File: config.mk
export PLATFORM = sky130hd
export DESIGN_NAME = seg7_scan_flat
export DESIGN_NICKNAME = d
export VERILOG_FILES = /design/src/rtl/seg7_scan_if.sv /design/src/rtl/seg7_scan.sv /design/src/flat_wrapper.sv
export SDC_FILE = /design/constraint.sdc
export NUM_CORES = 1
export LEC_CHECK = 0
export BUFFER_PORTS_ARGS = -buffer_cell sky130_fd_sc_hd__buf_2
export CAP_MARGIN = 10
export CELL_PAD_IN_SITES_DETAIL_PLACEMENT = 2
export CELL_PAD_IN_SITES_GLOBAL_PLACEMENT = 2
export CORE_MARGIN = 2
export CORE_UTILIZATION = 30
export CTS_BUF_LIST = sky130_fd_sc_hd__clkbuf_8
export DETAILED_ROUTE_END_ITERATION = 6
export PLACE_DENSITY = 0.79
export RECOVER_POWER = 100
export REMOVE_ABC_BUFFERS = 1
export SYNTH_ARGS = -nofsm -noshare
export SYNTH_HDL_FRONTEND = slang
export SYNTH_SLANG_ARGS = --single-unit
File: constraint.sdc
create_clock -name clk -period 6.62 [get_ports clk]
set_clock_uncertainty 0.05 [all_clocks]
set_input_delay 0.331 -clock clk [delete_from_list [all_inputs] [get_ports clk]]
set_output_delay 0.331 -clock clk [all_outputs]
set_load 0.02 [all_outputs]
File: src/rtl/seg7_scan_if.sv
// seg7_scan_if: display-side bus between a hex producer and the scanned 7-segment driver.
// Producer (master) drives data, dp_in, blank, blink_en, lz_en and load.
// Driver (slave) returns seg, dp, an and frame_done.
interface seg7_scan_if #(
    parameter int DIGITS = 4
);
    logic [4*DIGITS-1:0] data;
    logic [DIGITS-1:0]   dp_in;
    logic [DIGITS-1:0]   blank;
    logic [DIGITS-1:0]   blink_en;
    logic                lz_en;
    logic                load;
    logic [6:0]          seg;
    logic                dp;
    logic [DIGITS-1:0]   an;
    logic                frame_done;

    modport master (
        output data, dp_in, blank, blink_en, lz_en, load,
        input  seg, dp, an, frame_done
    );

    modport slave (
        input  data, dp_in, blank, blink_en, lz_en, load,
        output seg, dp, an, frame_done
    );
endinterface

File: src/rtl/seg7_scan.sv
// seg7_scan: time-multiplexed DIGITS-wide hex display driver with blanking, blink and zero suppression.
// Ports: clk, rst (sync, active high); bus (seg7_scan_if.slave):
//   in  data/dp_in/blank/blink_en (captured on load), lz_en (live), load
//   out seg (g..a), dp, an (registered, ACTIVE_LOW polarity), frame_done (active-high pulse)
module seg7_scan #(
    parameter int DIGITS     = 4,
    parameter int DIV_W      = 16,
    parameter int BLINK_W    = 6,
    parameter bit ACTIVE_LOW = 1'b1
) (
    input logic clk,
    input logic rst,
    seg7_scan_if.slave bus
);
    localparam int IW = DIGITS > 1 ? $clog2(DIGITS) : 1;
    localparam logic [IW-1:0] LAST = IW'(DIGITS - 1);
    localparam logic [6:0] GLYPH [16] = '{
        7'b0111111, 7'b0000110, 7'b1011011, 7'b1001111,
        7'b1100110, 7'b1101101, 7'b1111101, 7'b0100111,
        7'b1111111, 7'b1101111, 7'b1110111, 7'b1111100,
        7'b0111001, 7'b1011110, 7'b1111001, 7'b1110001
    };

    logic [DIV_W-1:0]    pre;
    logic [IW-1:0]       idx;
    logic [BLINK_W-1:0]  blk;
    logic [4*DIGITS-1:0] sh_data;
    logic [DIGITS-1:0]   sh_dp, sh_blank, sh_blink, an_on;
    logic [3:0]          nib;
    logic                tc, wrap, z, sup, dark;

    assign tc   = &pre;
    assign wrap = tc && idx == LAST;

    // Walk nibbles from the top: z stays 1 while every nibble from DIGITS-1 down to j is zero,
    // so the value of z at the current index tells whether that digit is a leading zero.
    always_comb begin
        nib = '0;
        sup = 1'b0;
        z = 1'b1;
        for (int j = DIGITS - 1; j >= 0; j--) begin
            z = z & (sh_data[4*j +: 4] == 4'd0);
            nib = (IW'(j) == idx) ? sh_data[4*j +: 4] : nib;
            sup = (IW'(j) == idx && j > 0) ? z : sup;
        end
        sup = sup & bus.lz_en;
        dark = sh_blank[idx] | (sh_blink[idx] & blk[BLINK_W-1]) | sup;
        an_on = '0;
        an_on[idx] = 1'b1;
    end

    // Outputs are computed from the pre-edge index and shadow, so a load on any edge
    // (terminal count included) only affects the display from the following edge.
    always_ff @(posedge clk) begin
        if (rst) begin
            pre            <= '0;
            idx            <= '0;
            blk            <= '0;
            sh_data        <= '0;
            sh_dp          <= '0;
            sh_blank       <= '0;
            sh_blink       <= '0;
            bus.seg        <= {7{ACTIVE_LOW}};
            bus.dp         <= ACTIVE_LOW;
            bus.an         <= {DIGITS{ACTIVE_LOW}};
            bus.frame_done <= 1'b0;
        end else begin
            pre            <= pre + DIV_W'(1);
            idx            <= tc ? (wrap ? '0 : idx + IW'(1)) : idx;
            blk            <= blk + BLINK_W'(wrap);
            bus.frame_done <= wrap;
            if (bus.load) begin
                sh_data  <= bus.data;
                sh_dp    <= bus.dp_in;
                sh_blank <= bus.blank;
                sh_blink <= bus.blink_en;
            end
            bus.seg <= (dark ? 7'd0 : GLYPH[nib]) ^ {7{ACTIVE_LOW}};
            bus.dp  <= (sh_dp[idx] & ~dark) ^ ACTIVE_LOW;
            bus.an  <= an_on ^ {DIGITS{ACTIVE_LOW}};
        end
    end
endmodule

File: src/flat_wrapper.sv
// flat-port wrapper written by rule: the top's interface ports become plain ports
module seg7_scan_flat 
#(
    parameter int DIGITS     = 4,
    parameter int DIV_W      = 16,
    parameter int BLINK_W    = 6,
    parameter bit ACTIVE_LOW = 1'b1
)
  (clk, rst, bus_data, bus_dp_in, bus_blank, bus_blink_en, bus_lz_en, bus_load, bus_seg, bus_dp, bus_an, bus_frame_done);
  seg7_scan_if #(.DIGITS(DIGITS)) bus_i ();
  input logic clk;
  input logic rst;
  input wire logic [$bits(bus_i.data)-1:0] bus_data;
  input wire logic [$bits(bus_i.dp_in)-1:0] bus_dp_in;
  input wire logic [$bits(bus_i.blank)-1:0] bus_blank;
  input wire logic [$bits(bus_i.blink_en)-1:0] bus_blink_en;
  input wire logic [$bits(bus_i.lz_en)-1:0] bus_lz_en;
  input wire logic [$bits(bus_i.load)-1:0] bus_load;
  output wire logic [$bits(bus_i.seg)-1:0] bus_seg;
  output wire logic [$bits(bus_i.dp)-1:0] bus_dp;
  output wire logic [$bits(bus_i.an)-1:0] bus_an;
  output wire logic [$bits(bus_i.frame_done)-1:0] bus_frame_done;
  assign bus_i.data = bus_data;
  assign bus_i.dp_in = bus_dp_in;
  assign bus_i.blank = bus_blank;
  assign bus_i.blink_en = bus_blink_en;
  assign bus_i.lz_en = bus_lz_en;
  assign bus_i.load = bus_load;
  assign bus_seg = bus_i.seg;
  assign bus_dp = bus_i.dp;
  assign bus_an = bus_i.an;
  assign bus_frame_done = bus_i.frame_done;
  seg7_scan #(.DIGITS(DIGITS), .DIV_W(DIV_W), .BLINK_W(BLINK_W), .ACTIVE_LOW(ACTIVE_LOW)) u_core (.clk(clk), .rst(rst), .bus(bus_i));
endmodule
## After elaboration in Yosys (flattened, before gate mapping)

Memory sizes are Yosys's and may differ from the RTL's.
Index checks and enable logic that the tools add are counted.

| cells by class | value |
|---|---|
| muxes and demuxes | 19 |
| $lt $le $gt $ge | 3 |
| bitwise operators | 12 |
| reduce and logical (&&, ||, !) cells | 7 |
| equality and inequality tests | 4 |
| add/subtract/negate cells | 3 |

Operators with widths:

| kind | number |
|---|---|
| 7-bit 2-to-1 mux | 3 |
| 16-bit by 1-bit adder with 16-bit output, second input constant | 1 |
| 4-bit 2-to-1 mux | 4 |
| 16-bit AND reduction | 1 |
| 4-bit logical NOT | 3 |
| 1-bit 2-to-1 mux | 7 |
| 7-bit NOT | 1 |
| 6-bit by 1-bit adder with 6-bit output | 1 |
| 1-bit binary-select mux with 2-bit select | 3 |
| 1-bit bitwise AND | 5 |
| 5-bit >= comparator, second input constant | 1 |
| 4-bit NOT with 5-bit output | 1 |
| 2-bit == test, first input constant | 2 |
| 4-bit NOT | 1 |
| 2-bit by 3-bit < comparator with 1-bit output, second input constant | 1 |
| 2-bit by 1-bit adder with 2-bit output, second input constant | 1 |
| 1-bit demux with 2-bit select | 1 |
| 1-bit by 2-bit == test with 1-bit output, first input constant | 1 |
| 2-bit == test, second input constant | 1 |
| 2-bit by 1-bit >= comparator with 1-bit output, second input constant | 1 |
| 1-bit logical AND | 2 |
| 2-bit logical NOT | 1 |
| 2-bit 2-to-1 mux | 1 |
| 1-bit NOT | 2 |
| 1-bit bitwise OR | 2 |

| storage, ports and cells | value |
|---|---|
| register bits after elaboration | 65 |
| memories | 1 |
| logic and storage cells | 60 |
| output and inout bits | 13 |
| ROM bits | 112 |

Memories:

| memory | depth | width | read ports | clocked after Yosys merged registers in | wr ports | RTL line | source |
|---|---|---|---|---|---|---|---|
| (no name shown) | 16 | 7 | 1 | 0 | 0 | seg7_scan.sv:78 | `bus.seg <= (dark ? 7'd0 : GLYPH[nib]) ^ {7{ACTIVE_LOW}};` |

## Depth between registers and ports, before layout

| logic depth | value |
|---|---|
| depth in word-level cells | 11 |
| gate-level depth with buffers | 12 |

## Least setup slack after synthesis

Ideal clock, no wire load.

| timing path | value |
|---|---|
| path kind | register to register |
| from | register u_core.idx[1] |
| to | register u_core.bus.seg[3] |
| stages on the path, launching flop included | 12 |
| required time | 6.438 ns |
| buffers on the path | 0 |
| setup slack | 4.334 ns |
| arrival time | 2.104 ns |
| period minus slack after synthesis | 2.286 ns |
| setup time | 0.132 ns |
| path through | dfxtp_1 -> inv_1 -> ha_1 -> or2_0 -> a221oi_1 -> a221o_1 -> inv_1 -> ha_1 -> inv_1 -> a21oi_1 -> a211oi_1 -> o21ai_0 |

| between the ends | value |
|---|---|
| word-level cells in the longest chain between the ends | 11 |
| elaborated cells between the ends (all ways) | 25 |
| classes of those cells | 3 x eq/ne; 14 x mux; 6 x bitwise; 1 x reduce/logical; 1 x memory |

Ends and longest elaborated chain:

| what | RTL line | source |
|---|---|---|
| start, declared | seg7_scan.sv:25 | `logic [IW-1:0] idx;` |
| start signal, assigned | seg7_scan.sv:69 | `idx <= tc ? (wrap ? '0 : idx + IW'(1)) : idx;` |
| 2-bit == test | seg7_scan.sv:43, seg7_scan.sv:44 |  |
| 4-bit 2-to-1 mux (4 in a row) | seg7_scan.sv:43 | `nib = (IW'(j) == idx) ? sh_data[4*j +: 4] : nib;` |
| 4-bit NOT with 5-bit output (not written as such) | seg7_scan.sv:78 |  |
| memory read 16 x 7 bit | - |  |
| 7-bit 2-to-1 mux (not written as such) (2 in a row) | seg7_scan.sv:78 |  |
| 7-bit 2-to-1 mux (*) | seg7_scan.sv:78 |  |
| 7-bit NOT (no line) (*) | - |  |
| end signal, assigned | seg7_scan.sv:63 | `bus.seg <= {7{ACTIVE_LOW}};` |
| end signal, assigned | seg7_scan.sv:78 |  |
| end, declared | seg7_scan_if.sv:25 | `output seg, dp, an, frame_done` |

Every way passes the cells marked *; elsewhere a longest branch is shown, timed or not. The select of a mux whose other input is x is not followed.
A chain may end at the register's enable or synchronous reset.

## Worst setup path in the final report

| timing path | value |
|---|---|
| from | register u_core.idx[0] |
| to | register u_core.bus.seg[3] |

The elaborated chain is that of the path after synthesis.

==> out/results.ini <==
[logic_synthesis]
netlist_instances=286
avgSynthCellArea_um2=9.80
seq_area_frac_synth_pct=46.4
synth_edf_count=0
synthArstFlopShare_pct=0
synth_area_um2=2800
synthFlopType=dfxtp_1
ys_ff_latch=65
synth_cell_types=40
ys_warn_count=0

[status]
status=finished, violations left
violations=max-capacitance violations, max-slew violations

[power]
peakVddDrop_uv=143
cellPowerDensity_nw_per_um2=254
p_leak_nw=1.41
totalPowerFinal_mw=0.828

[detailed_routing]
wl_per_cell_um=16.1
drt-initial-drc-count=28
dr.pass1.iters=4
vias=2172
drc=0
ant_nets=0
via_per_inst=4.89
wl_mm=7.16

[grt]
grt_pass1_wl_mm=12.0
grt_max_degree=58
antenna_found_initial=0
grt_pass1_vias=2360
grt_usage_pct=15.4
grt_overflow=0

[place]
gp_congestion=0.781
dp_hpwl_mm=5.07
portBuffers=44
place_area_um2=3110
dp_worst_setup_slack_ps=3800

[floorplan]
start_util_pct=30.6
row_count=35
die_y_um=101
core_area_um2=9150
design.die.area_um2=10100
die_w_um=101
ios=45

[clock_tree]
clk_latency_ps=340
clkTransAtPathRegs_ps=70
root_buffer=clkbuf_8
post-cts-setup-buffer-count=0
cts_buffers=9
cts_tree=built
hold_buffers=0
h-tree-depth=3
clk_path_buf_depth=2
post_cts_resized=0
cts_sinks=65

[worst_setup_path]
required_ps=6760
crit_type=reg -> reg
r2r_slack_ps=3790
r2r_end=u_core.bus.seg[3]
cp-start-kind=register
cp_max_fo=11
critical_path_arrival_ps=2970
cp-end-kind=register
r2r_start=u_core.idx[0]
reg2reg_depth=11

[worst_hold_path]
holdPathEnd=u_core.sh_blank[3]
worstHoldStart=bus_blank[3]
whs_path_depth=3
worstHoldPathType=in -> reg

[final_layout]
drive_above_1_share_pct=14.1
syn2layout_area_growth_pct=16.6
nFillCells=1044
n_antenna_cell=0
finalNetCount=373
post-route-cell-area_um2=3270

[sta]
rsz0062_at_grt=false
fin_crit_sh_pct=42.7
final.min_clock_period_ps=2830
fmax_mhz=354
hold_viol=0
maxSlewHeadroom_pct=-64.9
finalWorstSetupSlack_ps=3790
worst_pin_slew_ps=2470
setup_viol=0
maxSlewViolCount=58
setup_tns_ps=0

[job]
cap_violations=1

## how the worst max path moves through the flow
stage | from | slack (ps) | cells past startpoint | to
finish | u_core.idx[0] | 3790 | 11 | u_core.bus.seg[3]
global route | u_core.idx[0] | 3410 | 11 | u_core.bus.seg[3]
CTS | u_core.idx[0] | 3790 | 11 | u_core.bus.seg[3]
detailed placement | u_core.idx[0] | 3800 | 11 | u_core.bus.seg[3]
global placement | u_core.idx[0] | 3950 | 11 | u_core.bus.seg[3]
floorplan | u_core.idx[0] | 4180 | 11 | u_core.bus.seg[3]
## power breakdown
part / total (mW) / leakage [nW] / switching (mW) / internal (mW)
Sequential: 0.419 / 0.533 / 0.0112 / 0.408
Combinational: 0.0716 / 0.766 / 0.0412 / 0.0304
Clock: 0.338 / 0.106 / 0.148 / 0.190
## through the flow
step / instances / util, % / hold WS (ps)
3_3_place_gp: 429 / 33.9 / 410
2_1_floorplan: 273 / - / 348
6_report: 444 / 35.7 / 182
4_1_cts: 444 / 36.1 / 172
5_1_grt: 444 / 35.7 / 172
3_5_place_dp: 429 / 33.9 / 429
## area by class of cell
type | instances | area (um2) | share of cell area, %
clock inverters | 4 | 43.8 | 1.34
multi-input cells | 199 | 1390 | 42.5
inverters | 9 | 33.8 | 1.03
flip-flops and latches | 65 | 1300 | 39.8
clock buffers | 11 | 151 | 4.64
repair buffers | 45 | 208 | 6.36
well taps | 111 | 139 | 4.25
## routing by layer
metal / part of all wire [%] / global-route usage (%) / vias up
li1: - / - / 1065
met1: 41 / 17.0 / 1066
met2: 55 / 28.5 / 32
met3: 2.8 / 4.02 / 9
met4: 1.4 / 5.06 / 0
met5: 0 / 0 / -
## cells in the mapped netlist (3+ instances only)
cell type | instances | area share (%)
dfxtp_1 | 65 | 46
nor2_1 | 54 | 7.2
mux2i_1 | 32 | 11
nand3_1 | 14 | 2.5
xor2_1 | 14 | 4.4
ha_1 | 12 | 5.4
nand2_1 | 11 | 1.5
inv_1 | 9 | 1.2
clkbuf_1 | 7 | 0.94
nor2b_1 | 6 | 1.3
a21oi_1 | 5 | 0.89
nand2b_1 | 5 | 1.1
a211oi_1 | 4 | 1.1
buf_2 | 4 | 0.71
o221ai_1 | 4 | 1.3
xnor2_1 | 4 | 1.3
and3_1 | 3 | 0.67
and4_1 | 3 | 0.94
## sequential cells by signal (all words and copies together) (netlist names)
register	count
u_core.bus.an	4
u_core.sh_blink	4
u_core.idx	2
u_core.bus.seg	7
u_core.bus.dp	1
u_core.blk	6
u_core.sh_dp	4
u_core.sh_blank	4
u_core.pre	16
u_core.bus.frame_done	1
u_core.sh_data	16
## logic make-up after synthesis
group | Yosys count | synth area share, %
and+or+nand+nor | 108 | 18.0
DFF | 65 | 46.4
muxes | 35 | 14.0
AOI/OAI and AO/OA | 26 | 7.19
buffers and inverters | 22 | 3.44
xor gates and xnor gates | 18 | 5.63
adders and majority gates | 12 | 5.36
## placed cells by master (no fill, tap or decap), types with 3 or more instances in the layout
cell / n
ha_1: 12
nand2b_1: 5
clkbuf_1: 14
and4_1: 3
xnor2_1: 4
dfxtp_1: 65
nand3_1: 14
o221ai_1: 4
nand2_1: 11
buf_2: 31
inv_1: 10
nor2b_1: 6
a21oi_1: 5
clkbuf_8: 11
mux2i_1: 32
nor2_1: 54
a211oi_1: 4
and3_1: 3
xor2_1: 14
## worst max-delay path, cell delays in order, from the launching register on
cell      delay (ps)
dfxtp_1          520
inv_1            130
ha_1             350
or2_0            290
a221oi_1         220
a221o_1          260
inv_1            120
ha_1             250
inv_1             90
a21oi_1           60
a211oi_1         220
o21ai_0          110
Power figures use the tool's default switching activity.
